`config.mk`:
```
export PLATFORM = sky130hd
export DESIGN_NAME = isa_io_target
export DESIGN_NICKNAME = d
export VERILOG_FILES = /design/src/rtl/isa_io_target.sv
export SDC_FILE = /design/constraint.sdc
export NUM_CORES = 1
export LEC_CHECK = 0
export CAP_MARGIN = 20
export CORE_MARGIN = 2
export CORE_UTILIZATION = 50
export DETAILED_ROUTE_END_ITERATION = 10
export PLACE_DENSITY = 0.66
export SYNTH_ARGS = -nofsm -noshare
export SYNTH_HDL_FRONTEND = slang
export SYNTH_SLANG_ARGS = --single-unit
```
`constraint.sdc`:
```
create_clock -name clk -period 2.82 [get_ports clk]
set_input_delay 0.423 -clock clk [delete_from_list [all_inputs] [get_ports clk]]
set_output_delay 0.423 -clock clk [all_outputs]
set_load 0.02 [all_outputs]
```
`src/rtl/isa_io_target.sv`:
```
// isa_io_target: ISA I/O-space loopback target with a 4-port window.
// The window holds a byte FIFO, a status/control port, a scratch register and an IRQ threshold.
// Strobes, address and data are synchronised into the bus clock domain before they are decoded.
module isa_io_target #(
    parameter logic [15:0] BASE_ADDR  = 16'h0220,
    parameter int unsigned FIFO_DEPTH = 16
) (
    input  logic        clk,
    input  logic        reset,
    input  logic [15:0] A,
    input  logic [15:0] D_in,
    output logic [15:0] D_out,
    output logic        D_oe,
    input  logic        IOR,
    input  logic        IOW,
    input  logic        AEN,
    output logic        IRQ
);

    localparam int unsigned PTR_W = $clog2(FIFO_DEPTH);
    localparam int unsigned CNT_W = 5;
    localparam logic [CNT_W-1:0] DEPTH_CNT = CNT_W'(FIFO_DEPTH);

    typedef enum logic [1:0] {
        IDLE = 2'd0,
        RD   = 2'd1,
        WR   = 2'd2
    } state_t;

    // Synchroniser stages (_m first, _s second), previous second-stage strobe (_p)
    logic        ior_m, ior_s, ior_p;
    logic        iow_m, iow_s, iow_p;
    logic        aen_m, aen_s;
    logic [15:0] a_m, a_s;
    logic [7:0]  d_m, d_s;
    // Marks which pipeline stages hold real pin samples since the last reset
    logic [2:0]  smp_vld;

    logic        edge_vld;
    logic        ior_fall, ior_rise, iow_fall, iow_rise;
    logic        hit, go_rd, go_wr;

    state_t      state_q, state_d;
    logic        rd_end, wr_end;

    logic [1:0]       off_q;
    logic [7:0]       rd_data_q;
    logic [7:0]       rd_mux;
    logic [7:0]       scratch_q;
    logic             irq_en_q;
    logic [4:0]       thr_q;
    logic             ovf_q, unf_q;
    logic [CNT_W-1:0] count_q;
    logic [PTR_W-1:0] wr_ptr_q, rd_ptr_q;
    logic [7:0]       mem [FIFO_DEPTH];
    logic             fifo_push;

    logic unused_d_hi;
    assign unused_d_hi = ^D_in[15:8];

    // Two-flop synchroniser for strobes, address and data, plus edge history
    always_ff @(posedge clk) begin
        if (reset) begin
            ior_m   <= 1'b1;
            ior_s   <= 1'b1;
            ior_p   <= 1'b1;
            iow_m   <= 1'b1;
            iow_s   <= 1'b1;
            iow_p   <= 1'b1;
            aen_m   <= 1'b0;
            aen_s   <= 1'b0;
            a_m     <= '0;
            a_s     <= '0;
            d_m     <= '0;
            d_s     <= '0;
            smp_vld <= '0;
        end else begin
            ior_m   <= IOR;
            ior_s   <= ior_m;
            ior_p   <= ior_s;
            iow_m   <= IOW;
            iow_s   <= iow_m;
            iow_p   <= iow_s;
            aen_m   <= AEN;
            aen_s   <= aen_m;
            a_m     <= A;
            a_s     <= a_m;
            d_m     <= D_in[7:0];
            d_s     <= d_m;
            smp_vld <= {smp_vld[1:0], 1'b1};
        end
    end

    // Edges count only once both compared samples came from the pins, so a
    // strobe held low across reset does not look like a fresh falling edge.
    assign edge_vld = smp_vld[2];
    assign ior_fall = edge_vld &&  ior_p && !ior_s;
    assign ior_rise = edge_vld && !ior_p &&  ior_s;
    assign iow_fall = edge_vld &&  iow_p && !iow_s;
    assign iow_rise = edge_vld && !iow_p &&  iow_s;

    assign hit   = (a_s[15:2] == BASE_ADDR[15:2]) && !aen_s;
    // A strobe only starts a cycle while the opposite strobe is idle (high)
    assign go_rd = ior_fall && hit && iow_s;
    assign go_wr = iow_fall && hit && ior_s;

    // FSM state register
    always_ff @(posedge clk) begin
        if (reset) begin
            state_q <= IDLE;
        end else begin
            state_q <= state_d;
        end
    end

    // FSM next-state logic
    always_comb begin
        state_d = state_q;
        case (state_q)
            IDLE: begin
                if (go_rd) begin
                    state_d = RD;
                end else if (go_wr) begin
                    state_d = WR;
                end
            end
            RD:      if (ior_rise) state_d = IDLE;
            WR:      if (iow_rise) state_d = IDLE;
            default: state_d = IDLE;
        endcase
    end

    // FSM outputs: D_oe drops in the same cycle the IOR rising edge is seen
    always_comb begin
        D_oe   = 1'b0;
        rd_end = 1'b0;
        wr_end = 1'b0;
        case (state_q)
            RD: begin
                D_oe   = !ior_rise;
                rd_end = ior_rise;
            end
            WR:      wr_end = iow_rise;
            default: ;
        endcase
    end

    // Read data selected by the offset at RD entry
    always_comb begin
        rd_mux = 8'h00;
        case (a_s[1:0])
            2'd0:    rd_mux = (count_q == '0) ? 8'h00 : mem[rd_ptr_q];
            2'd1:    rd_mux = {ovf_q, unf_q, (count_q == '0), count_q};
            2'd2:    rd_mux = scratch_q;
            default: rd_mux = {irq_en_q, 2'b00, thr_q};
        endcase
    end

    assign fifo_push = wr_end && (off_q == 2'd0) && (count_q < DEPTH_CNT);

    // FIFO storage; contents need no reset since count gates every read
    always_ff @(posedge clk) begin
        if (!reset && fifo_push) begin
            mem[wr_ptr_q] <= d_s;
        end
    end

    // Register file, FIFO pointers and flags, IRQ output
    always_ff @(posedge clk) begin
        if (reset) begin
            off_q     <= '0;
            rd_data_q <= '0;
            scratch_q <= '0;
            irq_en_q  <= 1'b0;
            thr_q     <= '0;
            ovf_q     <= 1'b0;
            unf_q     <= 1'b0;
            count_q   <= '0;
            wr_ptr_q  <= '0;
            rd_ptr_q  <= '0;
            IRQ       <= 1'b0;
        end else begin
            if (go_rd || go_wr) begin
                off_q <= a_s[1:0];
            end
            if (go_rd) begin
                rd_data_q <= rd_mux;
            end
            if (rd_end && (off_q == 2'd0)) begin
                if (count_q == '0) begin
                    unf_q <= 1'b1;
                end else begin
                    rd_ptr_q <= rd_ptr_q + PTR_W'(1);
                    count_q  <= count_q - CNT_W'(1);
                end
            end
            if (wr_end) begin
                case (off_q)
                    2'd0: begin
                        if (count_q < DEPTH_CNT) begin
                            wr_ptr_q <= wr_ptr_q + PTR_W'(1);
                            count_q  <= count_q + CNT_W'(1);
                        end else begin
                            ovf_q <= 1'b1;
                        end
                    end
                    2'd1: begin
                        if (d_s[7]) ovf_q <= 1'b0;
                        if (d_s[6]) unf_q <= 1'b0;
                        if (d_s[0]) begin
                            count_q  <= '0;
                            wr_ptr_q <= '0;
                            rd_ptr_q <= '0;
                        end
                    end
                    2'd2: scratch_q <= d_s;
                    default: begin
                        irq_en_q <= d_s[7];
                        thr_q    <= d_s[4:0];
                    end
                endcase
            end
            IRQ <= irq_en_q && (thr_q != '0) && (count_q >= thr_q);
        end
    end

    assign D_out = {8'h00, rd_data_q};

endmodule

```
## Word-level counts from Yosys, hierarchy flattened

Memory sizes are Yosys's and may differ from the RTL's. A register that Yosys moved wholly into a read port is not among the register bits.
Cells that the tools add are included.

- Logic and storage cells: 123
- Output and inout port bits: 18
- Bits in latches: 0
- Input port bits: 37
- Memories kept: 1
- Memory bits (writable): 128
- Bits in read-only memories: 0
- Bits in registers: 101

Memory list:

| name | depth | width | rd ports | clocked after memory_dff | wr ports | RTL line | source |
|---|---|---|---|---|---|---|---|
| mem | 16 | 8 | 1 | 1 | 1 | 55 | `logic [7:0] mem [FIFO_DEPTH];` |

- $lt $le $gt $ge: 2
- Bitwise logic cells: 1
- Shifts and indexed selects: 0
- Equal/unequal tests: 14
- $mul: 0
- Add/sub/neg operators: 4
- Reductions and logical operators: 39
- Mux-type cells: 36
- Div/mod/pow operators: 0

Operators with widths:

| operator | count |
|---|---|
| 4-bit 2-to-1 mux | 8 |
| 5-bit 2-to-1 mux | 5 |
| 8-bit case mux with 3 select lines | 1 |
| 1-bit logical AND | 19 |
| 14-bit by 8-bit equality test with 1-bit output, second input constant | 1 |
| 1-bit 2-to-1 mux | 13 |
| 2-bit != test, second input constant | 5 |
| 5-bit case mux with 2 select lines | 1 |
| 4-bit by 1-bit adder with 4-bit output, second input constant | 2 |
| 2-bit 2-to-1 mux | 4 |
| 8-bit 2-to-1 mux | 1 |
| 4-bit case mux with 2 select lines | 1 |
| 4-bit AND reduction | 2 |
| 1-bit zero test | 7 |
| 2-bit by 1-bit equality test with 1-bit output, second input constant | 3 |
| 2-bit equality test, second input constant | 3 |
| 2-bit zero test | 3 |
| 2-bit case mux with 3 select lines | 1 |
| 5-bit by 1-bit adder with 5-bit output, second input constant | 1 |
| 5-bit >= comparator | 1 |
| 5-bit zero test | 1 |
| 5-bit less-than comparator, second input constant | 1 |
| 5-bit nonzero test | 1 |
| 5-bit by 1-bit subtractor with 5-bit output, second input constant | 1 |
| 9 further kinds | 10 |

## Longest topological paths before layout

Gate-level depths: netlist of run 1.

- Depth in word-level cells: 10
- Depth in mapped cells: 8
- Depth with buffers taken out: 7

## Least setup slack after synthesis of run 1

OpenSTA, ideal clock, no wires.

- Path type: flip-flop to flip-flop
- Start point: register iow_p
- End point: memory mem[11][0], enable pin
- Buffers on the path: 0
- Arrival time: 1.818 ns
- Setup slack: 0.671 ns
- Clock period less this slack: 2.149 ns
- Setup time: 0.332 ns
- Required time: 2.488 ns
- Cell stages (with the launch flop): 6
- Cells stage by stage: dfxtp_1 > and4bb_1 > nand3b_2 > or4_4 > nor3b_1 > and2_1

- Word-level cells in the longest chain between the ends: 9

RTL lines:

| item | RTL line | source |
|---|---|---|
| start: declaration | 32 | `logic iow_m, iow_s, iow_p;` |
| start signal: assignment | 83 | `iow_p <= iow_s;` |
| 1-bit zero test | 100 | `assign iow_rise = edge_vld && !iow_p && iow_s;` |
| 1-bit logical AND (2 in series) | 100 |  |
| 1-bit 2-to-1 mux | 138 | `case (state_q)` |
| 1-bit logical AND (2 in series) | 159 | `assign fifo_push = wr_end && (off_q == 2'd0) && (count_q < DEPTH_CNT);` |
| 1-bit logical AND | 163 | `if (!reset && fifo_push) begin` |
| 1-bit 2-to-1 mux | 163 |  |
| 1-bit 2-to-1 mux (implied by the code) | 164 | `mem[wr_ptr_q] <= d_s;` |
| end: declaration | 55 |  |

No other way between the ends.

## Final worst setup path of run 1

- Start point: register state_q[0]
- End point: memory mem[11][4], enable pin

- Word-level cells in the longest chain between the ends: 7

RTL lines:

| item | RTL line | source |
|---|---|---|
| start: declaration | 43 | `state_t state_q, state_d;` |
| start signal: assignment | 112 | `state_q <= state_d;` |
| 2-bit equality test | 138 |  |
| 1-bit 2-to-1 mux | 138 |  |
| 1-bit logical AND (2 in series) | 159 |  |
| 1-bit logical AND | 163 |  |
| 1-bit 2-to-1 mux | 163 |  |
| 1-bit 2-to-1 mux (implied by the code) | 164 |  |

No other way between the ends.

==> results of run 1 <==
[routing by layer]
layer	up-vias	part of all wire	global-route usage
met3	23	0.055	0.0369
met2	178	0.47	0.304
li1	2394	-	-
met4	0	0.018	0.0567
met1	2507	0.46	0.279
met5	-	0	0
[where the power goes]
group          total, mW  leakage [nW]  internal, mW  switching [mW]
clock network       3.00         0.390          1.79            1.21
logic              0.121          1.16        0.0639          0.0574
registers           3.59          1.85          3.55          0.0392
total               6.71          3.40          5.40            1.31
[Yosys cell counts (all sizes together) (2+ instances only)]
library cell / number
edfxtp: 128
dfxtp: 101
nor2b: 56
nor2: 40
mux2i: 28
mux4: 28
buf: 24
clkbuf: 20
o21ai: 20
a21oi: 19
nand2: 17
and2: 12
ha: 12
inv: 12
nand3: 10
nor3: 10
nand4: 9
or2: 6
and4: 5
nand3b: 5
nor3b: 5
nor4b: 5
o311a: 5
mux2: 4
nand2b: 4
nor4: 4
xnor2: 4
xor2: 4
and3b: 3
a2111oi: 2
a221o: 2
a22o: 2
a32o: 2
and3: 2
o22ai: 2
o32ai: 2
or4: 2
[critical path: stages, from the launching register on]
cell	delay (ns)
sky130_fd_sc_hd__dfxtp_1	0.35
sky130_fd_sc_hd__and4bb_1	0.34
sky130_fd_sc_hd__nand3b_2	0.18
sky130_fd_sc_hd__or4_4	0.52
sky130_fd_sc_hd__nor3b_1	0.38
sky130_fd_sc_hd__and2_1	0.45
[registers in the layout, indices dropped and copies added, names as in the netlist, 2 cells and up]
register,cells
a_s,16
a_m,16
smp_vld,3
scratch_q,8
state_q,2
d_s,8
rd_ptr_q,4
wr_ptr_q,4
off_q,2
count_q,5
mem,128
d_m,8
rd_data_q,8
thr_q,5
[layout make-up]
cell class / instances / area [um^2]
Clock inverter: 8 / 45.0
Clock buffer: 32 / 723
Sequential cell: 229 / 5870
Timing Repair Buffer: 50 / 465
Fill cell: 1336 / 7150
Multi-Input combinational cell: 351 / 2840
Tap cell: 225 / 282
Inverter: 12 / 45.0
[logic make-up (layout without fill, tap and decap cells)]
kind of cell	after synthesis	in the layout	synth area share
AO/OA/AOI/OAI	66	66	0.0483
XOR/XNOR	8	8	0.00781
adder cells (fa/ha/maj)	12	12	0.0167
buffers and inverters	56	102	0.0321
flip-flops	229	229	0.654
multiplexers	60	60	0.110
other	1	8	0.000418
AND/OR/NAND/NOR	197	197	0.131
[worst paths after layout]
kind / start / end / slack [ns]
worst min register to register: ior_m$_SDFF_PP1_ / ior_s$_SDFF_PP1_ / 0.41
worst max register to register: state_q[0]$_SDFFE_PP0P_ / mem[11][4]$_DFFE_PP_ / 0.27
worst min-delay path: reset / count_q[3]$_SDFF_PP0_ / 0.37
worst max-delay path: state_q[0]$_SDFFE_PP0P_ / mem[11][4]$_DFFE_PP_ / 0.27
[per-stage QoR]
step | instances | utilization | hold WS [ns] | setup WS [ns] | instance area [um^2]
4_1_cts | 907 | 0.590 | 0.353 | 0.264 | 10300
5_1_grt | 907 | 0.590 | 0.366 | 0.146 | 10300
3_5_place_dp | 867 | 0.545 | 0.394 | 0.265 | 9500
6_report | 907 | 0.590 | 0.365 | 0.272 | 10300
3_3_place_gp | 867 | 0.545 | 0.392 | 0.363 | 9500
2_1_floorplan | 636 | - | 0.389 | 0.671 | 8990
==> flow_summary.yaml, run 1 <==
status:
  outcome: "complete, no violations"
worst_hold_path:
  worst_hold_path.num_cells: 3
  hp-class: "input port to flip-flop"
synthesis:
  yosysUniqueCellTypes: 60
  postSynthAreaPerCell_um2: 14.3
  dominantRegCellSynth: "sky130_fd_sc_hd__edfxtp_1"
  synthArstFlopShare: 0
  yosysWarningCount: 0
  syn_area_mm2: 0.00897
  synth.top_cells.by_area: "sky130_fd_sc_hd__edfxtp_1, sky130_fd_sc_hd__dfxtp_1, sky130_fd_sc_hd__mux4_2"
  synth_top_area_cell: "sky130_fd_sc_hd__edfxtp_1"
  synth_edf_count: 128
  synthDominantCellAreaShare: 0.429
  postSynthCellCount: 629
  ys_seq_area_frac: 0.654
  ys_ff_latch: 229
placed_design:
  place_hpwl_um: 11700
  io_buffer_count: 38
  gp_routability_congestion: 0.819
setup_path:
  cp_data_arrival_time_ns: 2.70
  worstPathMaxFanout: 8
  crit_type: "flip-flop to flip-flop"
  r2r_cells: 5
  cp.required_ns: 2.97
  crit_path_start_kind: "flip-flop"
  worst_setup_path_end_kind: "flip-flop"
global_routing:
  global_route.overflow_total: 0
  number_of_global_route_vias_before_repair: 4967
  grt_first_pass_wirelength_um: 27700
  grt_start_max_net_pins: 86
  grt_antenna_before_repair: 0
  tot_gr_track_use: 0.194
die:
  row_count: 48
  die-width_um: 138
  fp.dieH_um: 138
  floorplan.io_pins: 55
  core_area_mm2: 0.0174
  initial_standard_cell_utilization_of_the_core: 0.515
  design.die.area_mm2: 0.0190
cts:
  cts_hold_buf: 0
  clk_path_buf_depth: 3
  cts_max_level: 1
  cts_setup_buffers: 0
  root_buffer_master: "sky130_fd_sc_hd__clkbuf_16"
  cts.clk_slew.worst_paths_ns: 0.06
  postCtsResizedCells: 0
  source_to_sink_clock_delay_at_the_later_pin_of_the_worst_skew_pair_ns: 0.50
  cts_sink_count: 229
  tritoncts: "done"
  clock_buffers_created_by_tritoncts: 23
final_layout:
  most-common-layout-cells: "sky130_fd_sc_hd__edfxtp_1, sky130_fd_sc_hd__dfxtp_1, sky130_fd_sc_hd__nor2b_1"
  n_antenna_cell: 0
  final_common_cell: "sky130_fd_sc_hd__edfxtp_1"
  flow.area_growth_from_synthesis_pct: 14.5
  num-nets-final: 716
  final_layout_size_suffix_gt1_frac: 0.133
sta:
  drv_slew: 0
  fin_clk_skew_ns: 0.0198
  setup-tns-final_ns: 0
  setup_viol: 0
  fmax_ghz: 0.393
  final_hold_viol_count: 0
  worstMarginPinSlew_ns: 0.835
  grt_setup_unrepaired: "false"
  layout_worst_path_cycle_share: 0.903
  timing.max_slew.rel_slack: 0.443
  min_period_ns: 2.55
power:
  power.leakage_nw: 3.40
  max-vdd-ir-drop_v: 0.000458
  cellPowerDensity_mw_per_mm2: 654
  fin_total_pwr_mw: 6.71
route:
  dr_total_vias: 5102
  drt_pass1_iterations: 5
  remaining_number_of_nets_flagged_by_the_antenna_check_after_routing: 0
  detail_route.drc_violations: 0
  post_drt_via_cell_ratio: 5.63
  post_drt_wl_per_cell_um: 19.6
  totalWireLength_um: 17700
  drtIter0Drc: 320
flow_run:
  max_cap_viol_count: 0
Power figures use the tool's default switching activity.
==> inputs of run 2 (changes only) <==
CTS_CLUSTER_SIZE = 14   (was unset)
SLEW_MARGIN = 15   (was unset)
==> results of run 2 <==
The final DEF is identical to that of run 1; final timing and power are the same.
==> inputs of run 3 (changes only) <==
PLACE_DENSITY = 0.69   (was 0.66)
SLEW_MARGIN = 20   (was 15)
clock period = 2.1 ns   (was 2.82 ns; I/O delays follow)
==> run 3 against run 2 <==
Effect of this change:
- non-clock buffer count up 53
- largest cell class unchanged
- first-iteration DRC count rose by 27%
- wire length rose by 4.0%
- highest routed layer unchanged
- power is 28% higher
- clock skew rose by 0.0012 ns
==> flow_summary.yaml, run 3 (synthesis results as in run 1) <==
status:
  outcome: "complete, no violations"
cts:
  clock_buffers_created_by_tritoncts: 23
  cts_max_level: 1
  tritoncts: "done"
  cts.clk_slew.worst_paths_ns: 0.06
  cts_sink_count: 229
  source_to_sink_clock_delay_at_the_later_pin_of_the_worst_skew_pair_ns: 0.50
  clk_path_buf_depth: 3
  root_buffer_master: "sky130_fd_sc_hd__clkbuf_16"
route:
  totalWireLength_um: 18500
  drt_pass1_iterations: 4
  post_drt_via_cell_ratio: 5.47
  remaining_number_of_nets_flagged_by_the_antenna_check_after_routing: 0
  post_drt_wl_per_cell_um: 19.2
  drtIter0Drc: 405
  detail_route.drc_violations: 0
  dr_total_vias: 5257
setup_path:
  longest_individual_stage_delay_on_the_worst_path_ns: 0.49
  cp_data_arrival_time_ns: 2.30
  cpMaxStageDelayCell: "sky130_fd_sc_hd__or4_4"
  worst_setup_path_end_kind: "flip-flop"
  crit_path_start_kind: "flip-flop"
  crit_type: "flip-flop to flip-flop"
  cp.required_ns: 2.31
  cp_cell_sequence: "and4bb_2 -> nand3b_4 -> or4_4 -> nor3b_4 -> and2_1 -> buf_12"
  worstPathMaxFanout: 8
final_layout:
  n_antenna_cell: 0
  largest_register_ff_count: 128
  register_with_the_most_flip_flops: "mem"
  layoutNonFillerInstCount: 961
  flow.area_growth_from_synthesis_pct: 19.5
  num-nets-final: 769
  final_layout_size_suffix_gt1_frac: 0.209
  registers_with_the_most_flip_flops: "mem x128, a_m x16, a_s x16"
  most-common-layout-cells: "sky130_fd_sc_hd__edfxtp_1, sky130_fd_sc_hd__dfxtp_1, sky130_fd_sc_hd__nor2b_1"
  final_common_cell: "sky130_fd_sc_hd__edfxtp_1"
placed_design:
  dpl.cell_count: 920
  worst_slack_after_detailed_placement_ns: -0.136
  gp_routability_congestion: 0.839
  io_buffer_count: 38
  place_hpwl_um: 12500
sta:
  fmax_ghz: 0.478
  setup_ws_ns: 0.00800
  setup-tns-final_ns: 0
  layout_worst_path_cycle_share: 0.996
  timing.max_slew.rel_slack: 0.466
  drv_slew: 0
  fin_clk_skew_ns: 0.0210
  fin_hold_ws_ns: 0.339
  min_period_ns: 2.09
  setup_viol: 0
  grt_setup_unrepaired: "true"
  worstMarginPinSlew_ns: 0.800
  final_hold_viol_count: 0
global_routing:
  grt_start_max_net_pins: 54
  number_of_global_route_vias_before_repair: 5266
  global_route.overflow_total: 0
  grt_antenna_before_repair: 0
  tot_gr_track_use: 0.199
  grt_first_pass_wirelength_um: 28500
die:
  initial_standard_cell_utilization_of_the_core: 0.515
  design.die.area_mm2: 0.0190
  row_count: 48
  floorplan.io_pins: 55
  die-width_um: 138
  fp.dieH_um: 138
  core_area_mm2: 0.0174
worst_hold_path:
  hp-class: "input port to flip-flop"
power:
  cellPowerDensity_mw_per_mm2: 799
  max-vdd-ir-drop_v: 0.000538
  power.leakage_nw: 3.64
flow_run:
  max_cap_viol_count: 0
-- run 3: final cells by class --
class / count / area (um^2)
clock buffer: 28 / 594
clock inverter: 13 / 58.8
fill: 1306 / 6700
inverter: 12 / 45.0
multi-input combinational: 351 / 2900
sequential: 229 / 5870
tap: 225 / 282
timing repair buffer: 103 / 970
-- run 3: what timing repair did --
item,CTS,global route
endpoints found under the setup margin,79,105
setup buffers,0,1
hold buffers,0,0
gates resized for setup,11,21
pin swaps,0,1
-- run 3: final timing paths --
kind               startpoint                       end  slack, ns  cells after the start
max          iow_p$_SDFF_PP1_       mem[6][5]$_DFFE_PP_      0.008                      6
min                     reset  wr_ptr_q[1]$_SDFFE_PP0P_       0.34                      3
max reg2reg  iow_p$_SDFF_PP1_       mem[6][5]$_DFFE_PP_      0.008                      6
min reg2reg  iow_m$_SDFF_PP1_          iow_s$_SDFF_PP1_       0.41                      1
-- run 3: stage by stage --
stage | power [mW] | utilization | cell area [um^2]
after floorplan | 5.00 | - | 9000
after global placement | 5.08 | 0.575 | 10000
after detailed placement | 5.09 | 0.575 | 10000
after CTS | 8.66 | 0.614 | 10700
after global routing | 8.88 | 0.616 | 10700
final | 8.57 | 0.616 | 10700
-- run 3: power breakdown --
group | internal, mW | switching, mW
clock | 2.00 | 1.57
combinational | 0.0918 | 0.0853
sequential | 4.77 | 0.0473
-- run 3: critical path: cells and delay by family, from the launching register on --
family                 cells  cell delay (ns)
buffers and inverters      1             0.14
AND/OR/NAND/NOR            5             1.34
flip-flops                 1             0.31
-- run 3: layer usage --
metal  part of all wire  wire, um  global-route usage
met5                  0         0                   0
met4              0.017       320              0.0516
met3              0.051       950              0.0387
met2               0.49      9020               0.330
met1               0.44      8170               0.273
